`config.mk`:
```
export PLATFORM = sky130hd
export DESIGN_NAME = pipe_ctrl_flat
export DESIGN_NICKNAME = d
export VERILOG_FILES = /design/src/rtl/pipe_ctrl_if.sv /design/src/rtl/pipe_ctrl.sv /design/src/flat_wrapper.sv
export SDC_FILE = /design/constraint.sdc
export NUM_CORES = 1
export LEC_CHECK = 0
export ABC_AREA = 1
export CORE_ASPECT_RATIO = 0.7
export CORE_UTILIZATION = 55
export CTS_CLUSTER_DIAMETER = 30
export DETAILED_ROUTE_END_ITERATION = 16
export PLACE_DENSITY = 0.87
export SKIP_LAST_GASP = 1
export SLEW_MARGIN = 20
export SYNTH_ARGS = -nofsm -noshare
export SYNTH_HDL_FRONTEND = slang
export SYNTH_SLANG_ARGS = --single-unit
```
`constraint.sdc`:
```
create_clock -name clk -period 6.92 [get_ports clk]
set_clock_uncertainty 0.2 [all_clocks]
set_input_delay 1.038 -clock clk [delete_from_list [all_inputs] [get_ports clk]]
set_output_delay 1.038 -clock clk [all_outputs]
set_load 0.1 [all_outputs]
```
`src/rtl/pipe_ctrl_if.sv`:
```
// Signal bundle between the pipeline control unit and its redirect/hold
// sources (EX, CLINT, hold requesters) and consumers (PC, pipeline registers).
interface pipe_ctrl_if #(
    parameter int ADDR_W = 32,
    parameter int N_HOLD = 4,
    parameter int CNT_W  = 32
);
    logic              ex_jump_en_i;
    logic [ADDR_W-1:0] ex_jump_addr_i;
    logic              int_jump_en_i;
    logic [ADDR_W-1:0] int_jump_addr_i;
    logic [N_HOLD-1:0] hold_req_i;
    logic              cnt_clr_i;
    logic              jump_en_o;
    logic [ADDR_W-1:0] jump_addr_o;
    logic              stall_o;
    logic              flush_o;
    logic              pend_o;
    logic [CNT_W-1:0]  stall_cnt_o;

    modport slave (
        input  ex_jump_en_i, ex_jump_addr_i, int_jump_en_i, int_jump_addr_i,
        input  hold_req_i, cnt_clr_i,
        output jump_en_o, jump_addr_o, stall_o, flush_o, pend_o, stall_cnt_o
    );

    modport master (
        output ex_jump_en_i, ex_jump_addr_i, int_jump_en_i, int_jump_addr_i,
        output hold_req_i, cnt_clr_i,
        input  jump_en_o, jump_addr_o, stall_o, flush_o, pend_o, stall_cnt_o
    );
endinterface

```
`src/rtl/pipe_ctrl.sv`:
```
// Pipeline control: int/ex redirect arbitration, jumps deferred under hold,
// multi-cycle flush window after each redirect, saturating stall counter.
module pipe_ctrl #(
    parameter int ADDR_W       = 32,
    parameter int N_HOLD       = 4,
    parameter int FLUSH_CYCLES = 2,
    parameter int CNT_W        = 32
) (
    input  logic        clk,
    input  logic        rst,
    pipe_ctrl_if.slave  bus
);

    typedef enum logic [1:0] {
        ST_IDLE  = 2'd0,
        ST_PEND  = 2'd1,
        ST_FLUSH = 2'd2
    } state_t;

    localparam logic [3:0] FLUSH_RELOAD = 4'(FLUSH_CYCLES - 1);

    state_t            r_state;
    logic [ADDR_W-1:0] r_pend_addr;
    logic [3:0]        r_flush_cnt;
    logic [CNT_W-1:0]  r_stall_cnt;

    state_t            w_next_state;
    logic [ADDR_W-1:0] w_next_pend_addr;
    logic [3:0]        w_next_flush_cnt;
    logic              w_hold;
    logic              w_req_any;
    logic [ADDR_W-1:0] w_req_addr;
    logic              w_issue;
    logic [ADDR_W-1:0] w_issue_addr;
    logic              w_jump_en;
    logic [ADDR_W-1:0] w_jump_addr;
    logic              w_flush;
    logic              w_pend;
    logic              w_stall;

    assign w_hold     = |bus.hold_req_i;
    assign w_req_any  = bus.int_jump_en_i | bus.ex_jump_en_i;
    assign w_req_addr = bus.int_jump_en_i ? bus.int_jump_addr_i : bus.ex_jump_addr_i;

    // Next-state, deferral and redirect/flush strobe decode
    always_comb begin
        w_next_state     = r_state;
        w_next_pend_addr = r_pend_addr;
        w_next_flush_cnt = r_flush_cnt;
        w_issue          = 1'b0;
        w_issue_addr     = '0;
        w_flush          = 1'b0;
        w_jump_en        = 1'b0;
        w_jump_addr      = '0;

        case (r_state)
            ST_IDLE: begin
                if (w_req_any && !w_hold) begin
                    w_issue      = 1'b1;
                    w_issue_addr = w_req_addr;
                end else if (w_req_any) begin
                    w_next_pend_addr = w_req_addr;
                    w_next_state     = ST_PEND;
                end else begin
                    w_next_state = ST_IDLE;
                end
            end
            ST_PEND: begin
                // A trap arriving on the release cycle goes out directly.
                if (!w_hold) begin
                    w_issue      = 1'b1;
                    w_issue_addr = bus.int_jump_en_i ? bus.int_jump_addr_i : r_pend_addr;
                end else if (bus.int_jump_en_i) begin
                    w_next_pend_addr = bus.int_jump_addr_i;
                end else begin
                    w_next_state = ST_PEND;
                end
            end
            ST_FLUSH: begin
                w_flush = 1'b1;
                if (bus.int_jump_en_i && !w_hold) begin
                    w_issue      = 1'b1;
                    w_issue_addr = bus.int_jump_addr_i;
                end else if (bus.int_jump_en_i) begin
                    w_next_pend_addr = bus.int_jump_addr_i;
                    w_next_state     = ST_PEND;
                end else if (!w_hold) begin
                    if (r_flush_cnt <= 4'd1) begin
                        w_next_flush_cnt = 4'd0;
                        w_next_state     = ST_IDLE;
                    end else begin
                        w_next_flush_cnt = r_flush_cnt - 4'd1;
                    end
                end else begin
                    w_next_flush_cnt = r_flush_cnt;
                end
            end
            default: begin
                w_next_state     = ST_IDLE;
                w_next_flush_cnt = 4'd0;
            end
        endcase

        if (w_issue) begin
            w_jump_en   = 1'b1;
            w_jump_addr = w_issue_addr;
            w_flush     = 1'b1;
            if (FLUSH_CYCLES > 1) begin
                w_next_state     = ST_FLUSH;
                w_next_flush_cnt = FLUSH_RELOAD;
            end else begin
                w_next_state     = ST_IDLE;
                w_next_flush_cnt = 4'd0;
            end
        end else begin
            w_jump_en   = 1'b0;
            w_jump_addr = '0;
        end
    end

    // pend_o flags a jump that is being held over this clock edge
    assign w_pend  = (w_next_state == ST_PEND);
    assign w_stall = w_hold | w_pend;

    // Control state, deferred target and flush down-counter
    always_ff @(posedge clk or negedge rst) begin
        if (!rst) begin
            r_state     <= ST_IDLE;
            r_pend_addr <= '0;
            r_flush_cnt <= 4'd0;
        end else begin
            r_state     <= w_next_state;
            r_pend_addr <= w_next_pend_addr;
            r_flush_cnt <= w_next_flush_cnt;
        end
    end

    // Saturating stall counter; clear wins over increment
    always_ff @(posedge clk or negedge rst) begin
        if (!rst) begin
            r_stall_cnt <= '0;
        end else if (bus.cnt_clr_i) begin
            r_stall_cnt <= '0;
        end else if (w_stall && !(&r_stall_cnt)) begin
            r_stall_cnt <= r_stall_cnt + {{(CNT_W-1){1'b0}}, 1'b1};
        end else begin
            r_stall_cnt <= r_stall_cnt;
        end
    end

    assign bus.jump_en_o   = w_jump_en;
    assign bus.jump_addr_o = w_jump_addr;
    assign bus.flush_o     = w_flush;
    assign bus.pend_o      = w_pend;
    assign bus.stall_o     = w_stall;
    assign bus.stall_cnt_o = r_stall_cnt;

endmodule

```
`src/flat_wrapper.sv`:
```
// flat-port wrapper written by rule: the top's interface ports become plain ports
module pipe_ctrl_flat 
#(
    parameter int ADDR_W       = 32,
    parameter int N_HOLD       = 4,
    parameter int FLUSH_CYCLES = 2,
    parameter int CNT_W        = 32
)
  (clk, rst, bus_ex_jump_en_i, bus_ex_jump_addr_i, bus_int_jump_en_i, bus_int_jump_addr_i, bus_hold_req_i, bus_cnt_clr_i, bus_jump_en_o, bus_jump_addr_o, bus_stall_o, bus_flush_o, bus_pend_o, bus_stall_cnt_o);
  pipe_ctrl_if #(.ADDR_W(ADDR_W), .N_HOLD(N_HOLD), .CNT_W(CNT_W)) bus_i ();
  input  logic clk;
  input  logic rst;
  input wire logic [$bits(bus_i.ex_jump_en_i)-1:0] bus_ex_jump_en_i;
  input wire logic [$bits(bus_i.ex_jump_addr_i)-1:0] bus_ex_jump_addr_i;
  input wire logic [$bits(bus_i.int_jump_en_i)-1:0] bus_int_jump_en_i;
  input wire logic [$bits(bus_i.int_jump_addr_i)-1:0] bus_int_jump_addr_i;
  input wire logic [$bits(bus_i.hold_req_i)-1:0] bus_hold_req_i;
  input wire logic [$bits(bus_i.cnt_clr_i)-1:0] bus_cnt_clr_i;
  output wire logic [$bits(bus_i.jump_en_o)-1:0] bus_jump_en_o;
  output wire logic [$bits(bus_i.jump_addr_o)-1:0] bus_jump_addr_o;
  output wire logic [$bits(bus_i.stall_o)-1:0] bus_stall_o;
  output wire logic [$bits(bus_i.flush_o)-1:0] bus_flush_o;
  output wire logic [$bits(bus_i.pend_o)-1:0] bus_pend_o;
  output wire logic [$bits(bus_i.stall_cnt_o)-1:0] bus_stall_cnt_o;
  assign bus_i.ex_jump_en_i = bus_ex_jump_en_i;
  assign bus_i.ex_jump_addr_i = bus_ex_jump_addr_i;
  assign bus_i.int_jump_en_i = bus_int_jump_en_i;
  assign bus_i.int_jump_addr_i = bus_int_jump_addr_i;
  assign bus_i.hold_req_i = bus_hold_req_i;
  assign bus_i.cnt_clr_i = bus_cnt_clr_i;
  assign bus_jump_en_o = bus_i.jump_en_o;
  assign bus_jump_addr_o = bus_i.jump_addr_o;
  assign bus_stall_o = bus_i.stall_o;
  assign bus_flush_o = bus_i.flush_o;
  assign bus_pend_o = bus_i.pend_o;
  assign bus_stall_cnt_o = bus_i.stall_cnt_o;
  pipe_ctrl #(.ADDR_W(ADDR_W), .N_HOLD(N_HOLD), .FLUSH_CYCLES(FLUSH_CYCLES), .CNT_W(CNT_W)) u_core (.clk(clk), .rst(rst), .bus(bus_i));
endmodule
```
==> results of run 1 <==
-- flip-flops by register name (all words and copies together), names as in the netlist --
| name | cells |
|---|---|
| u_core.bus.stall_cnt_o | 32 |
| u_core.r_flush_cnt | 4 |
| u_core.r_pend_addr | 32 |
| u_core.r_state | 2 |
-- cell usage after synthesis (all sizes together) --
cell type	n
o211ai	23
a21oi	45
xor2	23
o22ai	1
xnor2	7
nand2	213
o221ai	9
nor3	15
nand4	35
ha	7
nor2	68
dfrtp	70
a41oi	1
or2	1
buf	19
nand3	67
clkinv	2
clkbuf	30
a31o	1
inv	158
o21ai	114
-- power breakdown --
group	switching [mW]	internal (mW)	total, mW
Clock	0.164	0.295	0.459
Combinational	0.500	0.246	0.746
Sequential	0.0447	0.517	0.562
-- path summary, 6_finish.rpt --
kind,cells after the start,to,startpoint,slack (ns)
worst min register to register,2,u_core.r_pend_addr[19],u_core.r_pend_addr[19],0.31
max in group asynchronous,2,u_core.r_pend_addr[20],rst,5.19
worst max-delay path,7,bus_jump_addr_o[9],bus_hold_req_i[1],1.77
worst min-delay path,2,u_core.r_pend_addr[19],u_core.r_pend_addr[19],0.31
worst max register to register,10,u_core.r_pend_addr[23],u_core.r_state[0],3.19
min in group asynchronous,2,u_core.bus.stall_cnt_o[7],rst,0.73
-- routing by layer --
layer / global-route usage [%] / vias to the layer above / share of wire (%)
met5: 0 / - / 0
met4: 7.01 / 0 / 1.1
met3: 6.28 / 17 / 8.1
met2: 46.4 / 290 / 44
met1: 43.3 / 2968 / 47
li1: - / 3175 / -
-- cell families after synthesis --
group / share of synthesized area (%)
and+or+nand+nor: 32.4
buffers and inverters: 14.2
AOI/OAI and AO/OA: 18.2
DFF: 29.4
xor gates and xnor gates: 4.40
adders and majority gates: 1.47
-- through the flow --
step / cells / hold WS [ns]
finish: 1153 / 0.312
global route: 1153 / 0.342
global placement: 1139 / 0.296
detailed placement: 1139 / 0.303
floorplan: 909 / 0.283
CTS: 1153 / 0.318
-- layout make-up --
cell class / instances / area, µm²
flip-flops and latches: 70 / 1750
inverters: 160 / 602
repair buffers: 147 / 1380
multi-input cells: 630 / 3370
fillers: 839 / 2880
well taps: 132 / 165
clock inverters: 1 / 30.0
clock buffers: 13 / 260
-- worst max-delay path: stages --
cell and delay, ns:
clkdlybuf4s50_1 0.42, nor2_2 0.20, nand3_1 0.56, o221ai_1 0.40, nand2_1 0.08, inv_1 0.06
clkdlybuf4s50_1 1.13
==> impl_metrics.py, run 1 <==
metrics = {
    "timing": {
        "timing.fmax_ghz": 0.194,
        "setup_tns_ns": 0,
        "fin_crit_sh_pct": 74.4,
        "relSlewSlack_pct": 27.2,
        "hold_viol": 0,
        "setup_ws_ns": 1.77,
        "worst_pin_slew_ns": 1.09,
        "fin_crit_ns": 5.15,
        "setup-violations-final": 0,
        "rsz0062_at_grt": "false",
        "drv_slew": 0,
    },
    "logic_synthesis": {
        "ys_ff_latch": 70,
        "yosys.area.top_type": "dfrtp_1",
        "synth_area_leaders": "dfrtp_1, nand2_1, inv_1",
        "synth_warnings": 0,
        "yosys.area.top_type_share_pct": 29.4,
        "synth_area_um2": 5970,
        "ys_seq_area_share_pct": 29.4,
        "postSynthCellCount": 909,
        "syn_avg_cell_area_um2": 6.56,
        "syn_nets": 989,
        "synth_cell_types": 37,
    },
    "placed_design": {
        "placed_area_um2": 7260,
        "dpl_worst_slack_ns": 1.80,
        "place_congestion": 1.00,
        "place_hpwl_um": 11500,
        "portBuffers": 140,
    },
    "grt": {
        "grt_usage_pct": 30.0,
        "overflow": 0,
        "grt_pass1_wl_um": 27200,
        "grt_max_degree": 71,
        "antenna_found_initial": 0,
        "grt_pass1_vias": 5607,
    },
    "drt": {
        "wl_per_cell_um": 14.6,
        "vias_per_cell": 5.59,
        "ant_nets": 0,
        "wl_um": 16800,
        "vias": 6450,
        "drc_errors": 0,
        "drt_iter0_markers": 575,
        "drtPass1Iterations": 6,
    },
    "setup_path": {
        "start_kind": "input pin",
        "crit_fanout": 17,
        "crit_required_ns": 5.68,
        "cp.arrival_ns": 3.91,
        "cp-end-kind": "output port",
        "crit_type": "in -> out",
    },
    "layout": {
        "layout_commonest_cell": "nand2_1",
        "mostFrequentLayoutCells": "nand2_1, inv_1, clkdlybuf4s50_1",
        "num_antenna_cells": 0,
        "stdcell_area_um2": 7550,
        "drive_gt1_share_pct": 10.3,
        "num-nets-final": 1098,
        "fin_util_pct": 72.4,
        "area_delta_synth_final_pct": 26.6,
    },
    "clock_network": {
        "cts.repair.resized": 0,
        "cts.sinks": 70,
        "cts_hold_buf": 0,
        "clkTransAtPathRegs_ns": 0.05,
        "cts_root_buf": "clkbuf_16",
        "clk_path_buf_depth": 2,
        "cts_htree_levels": 3,
        "clk-insertion-delay-late_ns": 0.33,
        "cts_tree": "done",
        "cts_buffers": 9,
        "cts_setup_buffers": 0,
    },
    "floorplan": {
        "fp.dieW_um": 126,
        "start_util_pct": 57.2,
        "die_h_um": 89.1,
        "die-area_um2": 11300,
        "core.rowCount": 31,
        "core_um2": 10400,
        "ioPinCount": 141,
    },
    "power_and_ir_drop": {
        "total_power_mw": 1.77,
        "powerDensity_nw_per_um2": 234,
        "vdd_drop_max_mv": 0.191,
        "p_leak_nw": 3.83,
    },
    "outcome": {
        "outcome": "finished, final reports clean",
    },
    "worst_hold_path": {
        "hold_path.class": "reg -> reg",
    },
    "flow_run": {
        "cap_viol_max_count": 0,
    },
}
(Power assumes the default switching activity.)
==> run 2, diff against run 1 <==
--- a/config.mk
+++ b/config.mk
@@ -7,10 +7,10 @@
 export LEC_CHECK = 0
 export ABC_AREA = 1
 export CORE_ASPECT_RATIO = 0.7
-export CORE_UTILIZATION = 55
+export CORE_UTILIZATION = 51
 export CTS_CLUSTER_DIAMETER = 30
 export DETAILED_ROUTE_END_ITERATION = 16
-export PLACE_DENSITY = 0.87
+export PLACE_DENSITY = 0.82
 export SKIP_LAST_GASP = 1
 export SLEW_MARGIN = 20
 export SYNTH_ARGS = -nofsm -noshare
==> constraint.sdc (replaced) <==
create_clock -name clk -period 5.2 [get_ports clk]
set_clock_uncertainty 0.2 [all_clocks]
set_input_delay 0.78 -clock clk [delete_from_list [all_inputs] [get_ports clk]]
set_output_delay 0.78 -clock clk [all_outputs]
set_load 0.1 [all_outputs]
==> impl_metrics.py, run 2 (synthesized netlist as in run 1, its figures left out) <==
metrics = {
    "clock_network": {
        "clk-insertion-delay-late_ns": 0.34,
        "cts_htree_levels": 3,
        "cts_buffers": 9,
        "cts.sinks": 70,
        "clk_path_buf_depth": 2,
        "clkTransAtPathRegs_ns": 0.06,
        "cts_setup_buffers": 0,
        "cts_hold_buf": 0,
        "cts.repair.resized": 0,
        "cts_tree": "done",
        "cts_root_buf": "clkbuf_16",
    },
    "setup_path": {
        "start_kind": "input pin",
        "crit_required_ns": 4.22,
        "slowest_delay_ns": 0.47,
        "crit_fanout": 34,
        "cp-end-kind": "output port",
        "path_cells": "clkdlybuf4s50_1, nor2_2, nand2_1, clkinv_2, nand2_4, inv_2, nor2_4, nor2_1, a21oi_1, nand2_2, nand2_4, buf_12",
        "crit_top_cell": "nand2_4",
        "crit_type": "in -> out",
        "cp.arrival_ns": 3.12,
        "cpMaxStageDelayCell": "clkdlybuf4s50_1",
    },
    "layout": {
        "fin_util_pct": 70.7,
        "drive_gt1_share_pct": 11.5,
        "stdcell_area_um2": 7930,
        "area_delta_synth_final_pct": 32.9,
        "num-nets-final": 1098,
        "layout.cells.non_filler": 1176,
        "num_antenna_cells": 0,
        "mostFrequentLayoutCells": "nand2_1, inv_1, clkdlybuf4s50_1",
        "layout_commonest_cell": "nand2_1",
    },
    "timing": {
        "setup-violations-final": 0,
        "fin_crit_sh_pct": 78.8,
        "relSlewSlack_pct": 33.9,
        "hold_viol": 0,
        "worst_pin_slew_ns": 0.989,
        "timing.fmax_ghz": 0.244,
        "setup_ws_ns": 1.10,
        "fin_crit_ns": 4.10,
        "drv_slew": 0,
        "setup_tns_ns": 0,
        "rsz0062_at_grt": "false",
        "whs_ns": 0.315,
    },
    "grt": {
        "antenna_found_initial": 0,
        "grt_max_degree": 71,
        "grt_pass1_vias": 5817,
        "grt_pass1_wl_um": 28600,
        "grt_usage_pct": 29.0,
        "overflow": 0,
    },
    "power_and_ir_drop": {
        "total_power_mw": 2.43,
        "powerDensity_nw_per_um2": 307,
        "vdd_drop_max_mv": 0.260,
        "p_leak_nw": 3.94,
    },
    "drt": {
        "drtPass1Iterations": 5,
        "wl_per_cell_um": 14.8,
        "dr_wl_met3_um": 1390,
        "met2_wirelength_um": 7710,
        "vias_per_cell": 5.45,
        "vias": 6414,
        "drt_iter0_markers": 610,
        "routedLengthMet1_um": 7960,
        "top_layer_used": "met4",
        "wl_um": 17300,
        "drc_errors": 0,
        "ant_nets": 0,
    },
    "floorplan": {
        "die_h_um": 92.5,
        "start_util_pct": 53.2,
        "ioPinCount": 141,
        "fp.dieW_um": 131,
        "core_um2": 11200,
        "core.rowCount": 32,
        "die-area_um2": 12100,
    },
    "placed_design": {
        "dpl_worst_slack_ns": 1.14,
        "portBuffers": 140,
        "place_inst": 1160,
        "place_congestion": 0.982,
        "place_hpwl_um": 12000,
        "placed_area_um2": 7600,
    },
    "flow_run": {
        "cap_viol_max_count": 0,
    },
    "worst_hold_path": {
        "hold_path.class": "reg -> reg",
    },
    "outcome": {
        "outcome": "finished, final reports clean",
    },
}
==> run 2: cell count changes in the layout (fill, tap and decap cells not counted), sizes merged <==
cell / previous run / this run
clkdlybuf4s50: 111 / 102
clkinvlp: 0 / 2
buf: 36 / 45
clkbuf: 13 / 9
bufinv: 1 / 2
inv: 158 / 159
clkinv: 2 / 4
==> run 2: path summary, 6_finish.rpt <==
path	from	to	depth (start not counted)	slack, ns
max in group asynchronous	rst	u_core.bus.stall_cnt_o[28]	2	3.74
min	u_core.r_pend_addr[1]	u_core.r_pend_addr[1]	2	0.31
min in group asynchronous	rst	u_core.bus.stall_cnt_o[9]	2	0.45
max reg2reg	u_core.r_state[0]	u_core.bus.stall_cnt_o[11]	14	1.99
min reg2reg	u_core.r_pend_addr[1]	u_core.r_pend_addr[1]	2	0.31
max	bus_hold_req_i[3]	bus_stall_o	12	1.10
==> run 2: layout make-up <==
type                    count  area, µm²
repair buffers            147       1690
well taps                 153        191
multi-input cells         630       3370
flip-flops and latches     70       1750
clock buffers               9        225
inverters                 160        602
clock inverters             7       97.6
fillers                   928       3280
==> run 2: worst max-delay path, delay by kind of cell <==
kind	cells	cell delay [ns]
simple gates	7	1.15
compound gates	1	0.21
buf+inv	4	0.93
==> run 2: power by group <==
part | switching (mW) | internal (mW) | total [mW]
clock | 0.246 | 0.421 | 0.667
sequential | 0.0571 | 0.687 | 0.744
combinational | 0.669 | 0.349 | 1.02
total | 0.973 | 1.46 | 2.43
==> run 2: metal layers <==
layer | GRT usage (%) | up-vias
li1 | - | 3176
met1 | 39.6 | 2940
met2 | 44.8 | 275
met3 | 7.94 | 23
met4 | 8.24 | 0
met5 | 0 | -
==> run 3, diff against run 2 <==
==> constraint.sdc (replaced) <==
create_clock -name clk -period 4.25 [get_ports clk]
set_clock_uncertainty 0.2 [all_clocks]
set_input_delay 0.6375 -clock clk [delete_from_list [all_inputs] [get_ports clk]]
set_output_delay 0.6375 -clock clk [all_outputs]
set_load 0.1 [all_outputs]
==> impl_metrics.py, run 3 (synthesized netlist as in run 1, its figures left out) <==
metrics = {
    "outcome": {
        "outcome": "finished, final reports clean",
    },
    "drt": {
        "vias": 6479,
        "drt_iter0_markers": 525,
        "drtPass1Iterations": 5,
        "vias_per_cell": 5.51,
        "wl_um": 17500,
        "ant_nets": 0,
        "wl_per_cell_um": 14.9,
        "drc_errors": 0,
    },
    "floorplan": {
        "core_um2": 11200,
        "ioPinCount": 141,
        "die-area_um2": 12100,
        "fp.dieW_um": 131,
        "start_util_pct": 53.2,
        "core.rowCount": 32,
        "die_h_um": 92.5,
    },
    "layout": {
        "num-nets-final": 1100,
        "fillCellCount": 945,
        "num_antenna_cells": 0,
        "fin_util_pct": 71.6,
        "drive_gt1_share_pct": 11.3,
        "stdcell_area_um2": 8020,
        "area_delta_synth_final_pct": 34.5,
        "layout_commonest_cell": "nand2_1",
        "mostFrequentLayoutCells": "nand2_1, inv_1, clkdlybuf4s50_1",
    },
    "setup_path": {
        "cp_top_family": "simple AND/OR/NAND/NOR gates",
        "crit_required_ns": 3.41,
        "path_cells": "clkdlybuf4s50_1, nor2_2, nand2_1, clkinv_2, nand2_1, nand2_1, nand3_1, a21oi_1, nand2_2, nand2_4, buf_12",
        "crit_type": "in -> out",
        "start_kind": "input pin",
        "critPathBufInv": 3,
        "crit_top_cell": "nand2_1",
        "cpMaxStageDelayCell": "clkdlybuf4s50_1",
        "crit_fanout": 34,
        "slowest_delay_ns": 0.41,
        "cp.arrival_ns": 2.70,
        "cp-end-kind": "output port",
    },
    "timing": {
        "hold_viol": 0,
        "rsz0062_at_grt": "false",
        "fin_crit_ns": 3.54,
        "drv_slew": 0,
        "relSlewSlack_pct": 33.4,
        "worst_pin_slew_ns": 0.997,
        "setup_tns_ns": 0,
        "timing.fmax_ghz": 0.283,
        "setup-violations-final": 0,
        "fin_crit_sh_pct": 83.3,
    },
    "clock_network": {
        "cts_hold_buf": 0,
        "cts_htree_levels": 3,
        "cts_tree": "done",
        "cts.repair.resized": 0,
        "cts_root_buf": "clkbuf_16",
        "cts_setup_buffers": 0,
        "clk-insertion-delay-late_ns": 0.33,
        "cts.sinks": 70,
        "clkTransAtPathRegs_ns": 0.06,
        "clk_path_buf_depth": 2,
        "cts_buffers": 9,
    },
    "grt": {
        "antenna_found_initial": 0,
        "grt_usage_pct": 29.6,
        "overflow": 0,
        "grt_pass1_wl_um": 29000,
        "grt_max_degree": 65,
        "gr-max-usage-layer": "met2",
        "met3_usage_pct": 7.01,
        "met1_usage_pct": 42.4,
        "grt_pass1_vias": 5798,
        "use_met2_pct": 43.9,
    },
    "placed_design": {
        "place_hpwl_um": 12200,
        "portBuffers": 140,
        "placed_area_um2": 7730,
        "place_congestion": 0.982,
    },
    "power_and_ir_drop": {
        "powerDensity_nw_per_um2": 365,
        "p_leak_nw": 3.96,
        "vdd_drop_max_mv": 0.380,
    },
    "worst_hold_path": {
        "hold_path.class": "in -> async",
    },
    "flow_run": {
        "cap_viol_max_count": 0,
    },
}
==> run 3: changes by cell type in the layout (fill, tap and decap cells not counted), sizes merged <==
cell      delta
bufinv       -1
clkinvlp     -2
clkbuf       +4
inv          -1
buf          +2
clkinv       -2
==> run 3: routing by layer <==
layer / share of wire (%) / vias to the layer above
li1: - / 3171
met3: 8.1 / 36
met2: 43 / 287
met4: 2.2 / 0
met1: 47 / 2985
met5: 0 / -
==> run 3: final timing paths <==
check	cells after the start	slack, ns	start	endpoint
hold / removal	1	0.23	rst	u_core.bus.stall_cnt_o[10]
min in group clk	2	0.32	u_core.r_pend_addr[5]	u_core.r_pend_addr[5]
setup / recovery	11	0.71	bus_hold_req_i[3]	bus_stall_o
setup reg to reg	14	1.17	u_core.r_state[0]	u_core.bus.stall_cnt_o[1]
max in group asynchronous	2	2.63	rst	u_core.r_pend_addr[26]
hold reg to reg	2	0.32	u_core.r_pend_addr[5]	u_core.r_pend_addr[5]
==> run 3: power breakdown <==
| group | internal (mW) | total (mW) | switching [mW] |
|---|---|---|---|
| Clock | 0.480 | 0.754 | 0.274 |
| Sequential | 0.842 | 0.915 | 0.0731 |
| Combinational | 0.438 | 1.26 | 0.823 |
==> run 3: stage by stage <==
| stage | hold WS [ns] | total power [mW] | setup slack [ns] | cells |
|---|---|---|---|---|
| after detailed placement | 0.303 | 2.17 | 0.774 | 1162 |
| after global placement | 0.295 | 2.13 | 0.880 | 1162 |
| final | 0.233 | 2.93 | 0.711 | 1176 |
| after CTS | 0.255 | 2.93 | 0.762 | 1176 |
| after floorplan | 0.142 | 1.83 | 0.696 | 909 |
| after global routing | 0.314 | 3.13 | 0.558 | 1176 |
==> run 3: cell type report <==
cell class	count	area (µm²)	share of cell area, %
Clock buffer	13	260	3.24
Clock inverter	1	30.0	0.374
Inverter	160	602	7.50
Multi-Input combinational cell	630	3370	42.0
Sequential cell	70	1750	21.8
Tap cell	153	191	2.39
Timing Repair Buffer	149	1820	22.7
==> run 3: worst register-to-register path, stage by stage (launching register included) <==
cell	delay (ns)
dfrtp_1	0.43
inv_1	0.12
ha_1	0.28
nand2_1	0.11
inv_1	0.06
nand3_1	0.08
nand2_1	0.11
nor2_4	0.13
nor2_1	0.06
a21oi_1	0.23
nand2_2	0.12
nand2_4	0.34
nand2_4	0.42
nand3_1	0.20
nand2_1	0.07
